$ cat src/rtl/chsel_mux_rr_pkg.sv
// Shared types and index helpers for the channel-select mux.
package chsel_mux_pkg;

    typedef enum logic {
        MODE_FIXED = 1'b0,
        MODE_RR    = 1'b1
    } chsel_mode_t;

    localparam int unsigned CNT_W = 16;

    function automatic int unsigned mod_add(int unsigned a, int unsigned b, int unsigned n);
        return (a + b) % n;
    endfunction

    function automatic int unsigned next_idx(int unsigned idx, int unsigned n);
        return mod_add(idx, 1, n);
    endfunction

endpackage

$ cat src/rtl/chsel_mux_rr_if.sv
// Channel-side and output-side handshake bundle for chsel_mux_rr.
interface chsel_mux_rr_if #(
    parameter int unsigned WIDTH  = 8,
    parameter int unsigned NUM_CH = 2,
    localparam int unsigned SEL_W = $clog2(NUM_CH)
);

    logic [NUM_CH*WIDTH-1:0]    in_data;
    logic [NUM_CH-1:0]          in_valid;
    logic [NUM_CH-1:0]          in_ready;
    chsel_mux_pkg::chsel_mode_t mode;
    logic [SEL_W-1:0]           sel;
    logic [WIDTH-1:0]           out_data;
    logic [SEL_W-1:0]           out_ch;
    logic                       out_valid;
    logic                       out_ready;

    modport master (
        output in_data, in_valid, mode, sel, out_ready,
        input  in_ready, out_data, out_ch, out_valid
    );

    modport slave (
        input  in_data, in_valid, mode, sel, out_ready,
        output in_ready, out_data, out_ch, out_valid
    );

endinterface

$ cat src/rtl/chsel_mux_rr_arb.sv
// Combinational round-robin arbiter: rotate requests by ptr, take the lowest, rotate back.
module chsel_rr_arb
    import chsel_mux_pkg::*;
#(
    parameter int unsigned NUM_CH = 2,
    localparam int unsigned SEL_W = $clog2(NUM_CH)
) (
    input  logic [NUM_CH-1:0] req,
    input  logic [SEL_W-1:0]  ptr,
    output logic [SEL_W-1:0]  grant,
    output logic              grant_vld
);

    logic [NUM_CH-1:0] rot;
    logic [SEL_W-1:0]  off;
    logic              found;

    always_comb begin
        rot = '0;
        for (int unsigned i = 0; i < NUM_CH; i++) begin
            rot[i] = req[SEL_W'(mod_add(32'(ptr), i, NUM_CH))];
        end

        off   = '0;
        found = 1'b0;
        for (int unsigned i = 0; i < NUM_CH; i++) begin
            if (rot[i] && !found) begin
                off   = SEL_W'(i);
                found = 1'b1;
            end
        end

        grant     = SEL_W'(mod_add(32'(off), 32'(ptr), NUM_CH));
        grant_vld = |req;
    end

endmodule

$ cat src/rtl/chsel_mux_rr.sv
// Registered NUM_CH-to-1 channel mux, fixed or round-robin select, valid/ready on both sides.
// Optional per-channel transfer counters behind `CHSEL_MUX_RR_CNT_EN.
module chsel_mux_rr
    import chsel_mux_pkg::*;
#(
    parameter int unsigned WIDTH  = 8,
    parameter int unsigned NUM_CH = 2,
    localparam int unsigned SEL_W = $clog2(NUM_CH)
) (
    input  logic             clk,
    input  logic             rst,
    chsel_mux_rr_if.slave    bus
`ifdef CHSEL_MUX_RR_CNT_EN
    ,
    input  logic [SEL_W-1:0] cnt_rd_ch,
    output logic [CNT_W-1:0] cnt_rd_data
`endif
);

    logic [WIDTH-1:0] ch_data [NUM_CH];
    logic [SEL_W-1:0] rr_grant, gnt;
    logic             rr_vld, fix_vld, gnt_vld;
    logic             load, xfer;

    logic [WIDTH-1:0] out_data_q, out_data_d;
    logic [SEL_W-1:0] out_ch_q, out_ch_d;
    logic             out_valid_q, out_valid_d;
    logic [SEL_W-1:0] rr_ptr_q, rr_ptr_d;

    always_comb begin
        for (int unsigned i = 0; i < NUM_CH; i++) begin
            ch_data[i] = bus.in_data[i*WIDTH +: WIDTH];
        end
    end

    chsel_rr_arb #(
        .NUM_CH (NUM_CH)
    ) u_arb (
        .req       (bus.in_valid),
        .ptr       (rr_ptr_q),
        .grant     (rr_grant),
        .grant_vld (rr_vld)
    );

    // Loop compare keeps an out-of-range sel from ever indexing in_valid.
    always_comb begin
        fix_vld = 1'b0;
        for (int unsigned i = 0; i < NUM_CH; i++) begin
            if (bus.sel == SEL_W'(i) && bus.in_valid[i]) begin
                fix_vld = 1'b1;
            end
        end
    end

    always_comb begin
        gnt     = (bus.mode == MODE_RR) ? rr_grant : bus.sel;
        gnt_vld = (bus.mode == MODE_RR) ? rr_vld : fix_vld;
        load    = !out_valid_q || bus.out_ready;
        xfer    = load && gnt_vld;
        for (int unsigned i = 0; i < NUM_CH; i++) begin
            bus.in_ready[i] = xfer && (gnt == SEL_W'(i));
        end
    end

    always_comb begin
        out_data_d  = out_data_q;
        out_ch_d    = out_ch_q;
        out_valid_d = out_valid_q;
        rr_ptr_d    = rr_ptr_q;
        if (xfer) begin
            out_data_d  = ch_data[gnt];
            out_ch_d    = gnt;
            out_valid_d = 1'b1;
            if (bus.mode == MODE_RR) begin
                rr_ptr_d = SEL_W'(next_idx(32'(gnt), NUM_CH));
            end
        end else if (load) begin
            out_valid_d = 1'b0;
        end
    end

    always_ff @(posedge clk) begin
        if (rst) begin
            out_data_q  <= '0;
            out_ch_q    <= '0;
            out_valid_q <= 1'b0;
            rr_ptr_q    <= '0;
        end else begin
            out_data_q  <= out_data_d;
            out_ch_q    <= out_ch_d;
            out_valid_q <= out_valid_d;
            rr_ptr_q    <= rr_ptr_d;
        end
    end

    assign bus.out_data  = out_data_q;
    assign bus.out_ch    = out_ch_q;
    assign bus.out_valid = out_valid_q;

`ifdef CHSEL_MUX_RR_CNT_EN
    logic [CNT_W-1:0] cnt_q [NUM_CH];
    logic [CNT_W-1:0] cnt_rd_q, cnt_rd_d;

    always_comb begin
        cnt_rd_d = '0;
        for (int unsigned i = 0; i < NUM_CH; i++) begin
            if (cnt_rd_ch == SEL_W'(i)) begin
                cnt_rd_d = cnt_q[i];
            end
        end
    end

    always_ff @(posedge clk) begin
        if (rst) begin
            for (int unsigned i = 0; i < NUM_CH; i++) begin
                cnt_q[i] <= '0;
            end
            cnt_rd_q <= '0;
        end else begin
            for (int unsigned i = 0; i < NUM_CH; i++) begin
                if (xfer && gnt == SEL_W'(i) && cnt_q[i] != '1) begin
                    cnt_q[i] <= cnt_q[i] + CNT_W'(1);
                end
            end
            cnt_rd_q <= cnt_rd_d;
        end
    end

    assign cnt_rd_data = cnt_rd_q;
`else
    // Counters compiled out; datapath above is unchanged.
`endif

endmodule
$ cat src/flat_wrapper.sv
// flat-port wrapper written by rule: the top's interface ports become plain ports
module chsel_mux_rr_flat import chsel_mux_pkg::*;
#(
    parameter int unsigned WIDTH  = 8,
    parameter int unsigned NUM_CH = 2,
    localparam int unsigned SEL_W = $clog2(NUM_CH)
)
  (clk, rst, bus_in_data, bus_in_valid, bus_mode, bus_sel, bus_out_ready, bus_in_ready, bus_out_data, bus_out_ch, bus_out_valid);
  chsel_mux_rr_if #(.WIDTH(WIDTH), .NUM_CH(NUM_CH)) bus_i ();
  input  logic clk;
  input  logic rst;
  input wire logic [$bits(bus_i.in_data)-1:0] bus_in_data;
  input wire logic [$bits(bus_i.in_valid)-1:0] bus_in_valid;
  input wire logic [$bits(bus_i.mode)-1:0] bus_mode;
  input wire logic [$bits(bus_i.sel)-1:0] bus_sel;
  input wire logic [$bits(bus_i.out_ready)-1:0] bus_out_ready;
  output wire logic [$bits(bus_i.in_ready)-1:0] bus_in_ready;
  output wire logic [$bits(bus_i.out_data)-1:0] bus_out_data;
  output wire logic [$bits(bus_i.out_ch)-1:0] bus_out_ch;
  output wire logic [$bits(bus_i.out_valid)-1:0] bus_out_valid;
  assign bus_i.in_data = bus_in_data;
  assign bus_i.in_valid = bus_in_valid;
  assign bus_i.mode = bus_mode;
  assign bus_i.sel = bus_sel;
  assign bus_i.out_ready = bus_out_ready;
  assign bus_in_ready = bus_i.in_ready;
  assign bus_out_data = bus_i.out_data;
  assign bus_out_ch = bus_i.out_ch;
  assign bus_out_valid = bus_i.out_valid;
  chsel_mux_rr #(.WIDTH(WIDTH), .NUM_CH(NUM_CH)) u_core (.clk(clk), .rst(rst), .bus(bus_i));
endmodule
$ cat config.mk
export PLATFORM = sky130hd
export DESIGN_NAME = chsel_mux_rr_flat
export DESIGN_NICKNAME = d
export VERILOG_FILES = /design/src/rtl/chsel_mux_rr_pkg.sv /design/src/rtl/chsel_mux_rr_if.sv /design/src/rtl/chsel_mux_rr_arb.sv /design/src/rtl/chsel_mux_rr.sv /design/src/flat_wrapper.sv
export SDC_FILE = /design/constraint.sdc
export NUM_CORES = 1
export LEC_CHECK = 0
export BUFFER_PORTS_ARGS = -buffer_cell sky130_fd_sc_hd__buf_4
export CORE_MARGIN = 10
export CORE_UTILIZATION = 40
export DETAILED_ROUTE_END_ITERATION = 10
export PLACE_DENSITY_LB_ADDON = 0.08
export SYNTH_ARGS = -nofsm -noshare
export SYNTH_HDL_FRONTEND = slang
export SYNTH_SLANG_ARGS = --single-unit
$ cat constraint.sdc
create_clock -name clk -period 4.2 [get_ports clk]
set_input_delay 0.84 -clock clk [delete_from_list [all_inputs] [get_ports clk]]
set_output_delay 0.84 -clock clk [all_outputs]
set_load 0.02 [all_outputs]
==> After elaboration in Yosys (flattened, before gate mapping) <==
Index checks and enable logic that the tools add are counted.
{ "totals": {"word_cells": 40, "input_bits": 23, "register_bits": 11, "out_inout_bits": 12} }
{ "classes": {"n_reduce_logical": 12, "n_mux": 15, "add_sub_neg": 3, "order_cmp": 3, "bitwise": 3} }
{ "ops": {"columns": ["op", "count"], "rows": [
  ["8-bit 2-to-1 mux", 3],
  ["1-bit 2-to-1 mux", 12],
  ["1-bit logical AND", 6],
  ["1-bit by 2-bit less-than comparator with 1-bit output (second input constant)", 2],
  ["1-bit adder (second input constant)", 2],
  ["2-bit >= comparator (second input constant)", 1],
  ["1-bit zero test", 2],
  ["1-bit NOT", 2],
  ["1-bit NOT with 2-bit output", 1],
  ["2-bit AND reduction", 1],
  ["2-bit nonzero test", 1],
  ["2-bit OR reduction", 1],
  ["1-bit adder", 1],
  ["1-bit logical OR", 1]
]} }

==> Longest topological paths before layout <==
{ "logic_depth": {"depth_word": 12, "depth_mapped": 7, "ltp_nobuf": 4} }

==> Cells and area by module <==
A second synthesis with hierarchy kept.
{ "unflattened": {"cells_unflattened": 59, "area_unflattened_um2": 586.8} }
{ "modules_own_cells": {"columns": ["module", "cells_each", "area_per_inst_um2", "instances", "seq_area_each_um2"], "rows": [
  ["chsel_mux_rr", 56, 565.5, 1, 220.2],
  ["chsel_rr_arb", 3, 21.3, 1, 0.0]
]} }

==> Least setup slack after synthesis <==
No wires, ideal clock.
{ "synth_path": {"kind": "input to output", "start": "input port bus_mode", "end": "output port bus_in_ready[1]", "path_buffers": 3, "cell_stages": 6, "setup_slack_ps": 1325, "required_ps": 3360, "arrival_ps": 2035, "cell_sequence": "buf_6 nand2b_4 o221a_1 buf_6 buf_6 a21boi_0"} }
{ "synth_between": {"elab_chain_len": 3, "elab_cells_between_ends": 4, "cone_classes": "2 x mux; 2 x reduce/logical"} }
{ "synth_lines": {"columns": ["item", "line_no", "rtl"], "rows": [
  ["start, declared", "flat_wrapper.sv:14", "input wire logic [$bits(bus_i.mode)-1:0] bus_mode;"],
  ["1-bit 2-to-1 mux", "chsel_mux_rr.sv:57", "gnt_vld = (bus.mode == MODE_RR) ? rr_vld : fix_vld;"],
  ["1-bit logical AND", "chsel_mux_rr.sv:59", "xfer = load && gnt_vld;"],
  ["1-bit logical AND *", "chsel_mux_rr.sv:61", "bus.in_ready[i] = xfer && (gnt == SEL_W'(i));"],
  ["end, declared", "flat_wrapper.sv:17", "output wire logic [$bits(bus_i.in_ready)-1:0] bus_in_ready;"]
]} }
Mark *: on every way between the ends. The rest lies on a longest branch, timed or not.

==> Worst setup path after layout <==
Ends and elaborated chain as after synthesis.

==> load_flow_metrics.sql <==
INSERT INTO impl_metrics (metric_group, metric, value, unit) VALUES
('run_status', 'outcome', 'finished clean', ''),
('cts', 'numClockSinks', '11', ''),
('sta', 'final.setup.tns', '0', 'ns'),
('logic_synthesis', 'ys_seq_elements', '11', ''),
('floorplanning', 'num_io_pins', '35', ''),
('cts', 'root_buffer', 'sky130_fd_sc_hd__clkbuf_4', ''),
('sta', 'grt_setup_unrepaired', 'false', ''),
('pwr', 'worst_ir_drop_vdd', '0.000150', 'V'),
('detailed_routing', 'wire_per_inst', '15.2', 'um'),
('global_routing', 'grtUsageTotal', '9.55', '%'),
('setup_path', 'crit_start', 'bus_mode', ''),
('setup_path', 'crit_path_dat', '2.17', 'ns'),
('sta', 'max_slew_margin', '64.2', '%'),
('setup_path', 'r2r_start', 'u_core.bus.out_valid', ''),
('sta', 'setup_violations', '0', ''),
('detailed_routing', 'route.vias.total', '627', ''),
('flow_run', 'max_capacitance_violation_count', '0', ''),
('pwr', 'internal-power', '204', 'uW'),
('hold_path', 'holdCritStartpoint', 'u_core.bus.out_ch', ''),
('detailed_routing', 'top_layer_used', 'met4', ''),
('pwr', 'leakagePower', '0.407', 'nW'),
('logic_synthesis', 'post_synth.cell_area_avg', '9.81', 'um^2'),
('placed_design', 'gp_routability_congestion', '0.722', ''),
('floorplanning', 'chipWidth', '60.8', 'um'),
('floorplanning', 'die_y', '60.8', 'um'),
('pwr', 'power.share.switching', '31.8', '%'),
('setup_path', 'worst-path-max-fanout', '13', ''),
('sta', 'timing.fmax', '332', 'MHz'),
('global_routing', 'grt_start_max_net_pins', '14', ''),
('cts', 'cts_repair_resize_count', '0', ''),
('detailed_routing', 'drt_pass1_iterations', '5', ''),
('placed_design', 'place.detailed.hpwl', '1440', 'um'),
('cts', 'tritoncts_buffer_count', '3', ''),
('detailed_routing', 'routedLengthMet1', '749', 'um'),
('pwr', 'fraction_of_power_consumed_by_sequential_logic', '40.6', '%'),
('sta', 'slew_violations', '0', ''),
('sta', 'finalHoldWorstSlack', '0.521', 'ns'),
('final_layout', 'instances_no_fill', '118', ''),
('sta', 'tightest_slew', '0.535', 'ns'),
('pwr', 'power_density', '320', 'nW/um^2'),
('global_routing', 'antenna_found_initial', '0', ''),
('detailed_routing', 'wl_met3', '178', 'um'),
('global_routing', 'first_global_vias', '621', ''),
('floorplanning', 'core-area', '1540', 'um^2'),
('pwr', 'total_switching_power', '95.0', 'uW'),
('cts', 'cts.clk_slew.worst_paths', '0.07', 'ns'),
('setup_path', 'timing.reg2reg.setup_slack', '2.77', 'ns'),
('global_routing', 'grt-ovfl-total', '0', ''),
('logic_synthesis', 'yosysWarnings', '0', ''),
('floorplanning', 'die_area', '3700', 'um^2'),
('setup_path', 'worstPathRequired', '3.36', 'ns'),
('floorplanning', 'rows', '14', ''),
('detailed_routing', 'route.antenna.remaining_nets', '0', ''),
('final_layout', 'antennaDiodeCount', '0', ''),
('global_routing', 'grt_first_pass_wirelength', '2770', 'um'),
('logic_synthesis', 'synth.net_count', '91', ''),
('cts', 'cts_tree', 'yes', ''),
('final_layout', 'postLayoutCoreUtil', '60.6', '%'),
('detailed_routing', 'detail_route.vias_per_cell', '5.31', ''),
('logic_synthesis', 'seq_area_frac_synth', '33.0', '%'),
('placed_design', 'dp.cells', '114', ''),
('detailed_routing', 'wl_met2', '857', 'um'),
('setup_path', 'critical_path_class', 'primary input to output pin', ''),
('setup_path', 'worst_setup_path_start_kind', 'primary input', ''),
('sta', 'finClkSkew', '0.00318', 'ns'),
('final_layout', 'area_growth_syn_to_layout', '40.1', '%'),
('cts', 'cts.htree.levels', '1', ''),
('cts', 'ctsLongestPathBuffers', '2', ''),
('detailed_routing', 'detail_route.wirelength', '1800', 'um'),
('logic_synthesis', 'syn_inst', '68', ''),
('sta', 'period_needed', '3.01', 'ns');
-- power by group through the flow --
stage | Sequential (mW) | Combinational [mW] | Clock [mW]
floorplan | 0.136 | 0.0552 | 0
global placement | 0.124 | 0.107 | 0
detailed placement | 0.124 | 0.108 | 0
CTS | 0.121 | 0.108 | 0.0735
global route | 0.122 | 0.117 | 0.0785
finish | 0.121 | 0.107 | 0.0709
-- path summary, 6_finish.rpt --
kind	endpoint	cells after the start
hold reg to reg	u_core.bus.out_ch	2
hold / removal	u_core.bus.out_ch	2
setup reg to reg	u_core.bus.out_ch	5
setup / recovery	bus_in_ready[1]	6
-- Yosys cell counts (all sizes together) --
master / instances / area, um^2
a211o: 1 / 8.76
a211oi: 8 / 100
a21boi: 1 / 7.51
a21oi: 1 / 5.00
a31oi: 1 / 6.26
a32oi: 8 / 70.1
a41o: 1 / 10.0
and3: 1 / 11.3
buf: 3 / 33.8
clkbuf: 2 / 7.51
dfxtp: 11 / 220
inv: 1 / 3.75
mux2: 1 / 11.3
nand2b: 3 / 26.3
nor2: 11 / 41.3
nor2b: 9 / 56.3
nor3: 1 / 10.0
o211ai: 1 / 12.5
o21a: 1 / 7.51
o221a: 1 / 11.3
o22ai: 1 / 6.26
-- critical path, stage by stage --
cell	delay (ns)
sky130_fd_sc_hd__buf_4	0.13
sky130_fd_sc_hd__nand2b_4	0.19
sky130_fd_sc_hd__o221a_1	0.37
sky130_fd_sc_hd__buf_4	0.26
sky130_fd_sc_hd__a21boi_0	0.20
sky130_fd_sc_hd__buf_4	0.17
-- cell usage in the layout, fill, tap and decap left out, types with 2 or more instances in the layout --
cell                       synthesis  routed
sky130_fd_sc_hd__buf_4             0      35
sky130_fd_sc_hd__nor2_1           11      11
sky130_fd_sc_hd__dfxtp_1          11      11
sky130_fd_sc_hd__nor2b_1           9       9
sky130_fd_sc_hd__a32oi_1           8       8
sky130_fd_sc_hd__a211oi_2          8       8
sky130_fd_sc_hd__clkbuf_4          0       3
sky130_fd_sc_hd__nand2b_1          2       2
-- cell type report --
type | instances | area, um^2
clock buffer | 4 | 26.3
fill | 163 | 607
inverter | 1 | 3.75
multi-input combinational | 51 | 402
sequential | 11 | 220
tap | 16 | 20.0
timing repair buffer | 35 | 263
-- registers in the layout (all words and copies together), names as in the netlist --
| name | cells |
|---|---|
| u_core.bus.out_data | 8 |
| u_core.bus.out_ch | 1 |
| u_core.bus.out_valid | 1 |
| u_core.rr_ptr_q | 1 |
-- layer usage --
metal	vias up	GRT usage, %
met3	4	4.80
met1	276	11.0
met4	0	2.82
li1	328	-
met5	-	0
met2	19	15.1
-- kinds of logic (layout without fill, tap and decap cells) --
family,Yosys count,in the layout,synth area share [%]
flops,11,11,33.0
buf+inv,6,40,6.75
compound gates,25,25,36.8
mux,1,1,1.69
simple gates,25,25,21.8
-- per-stage QoR --
step | worst slack (ns) | area, um^2
floorplan | 1.32 | 667
detailed placement | 1.19 | 908
global route | 1.05 | 935
global placement | 1.22 | 908
finish | 1.19 | 935
CTS | 1.17 | 935
Power figures use the tool's default switching activity.
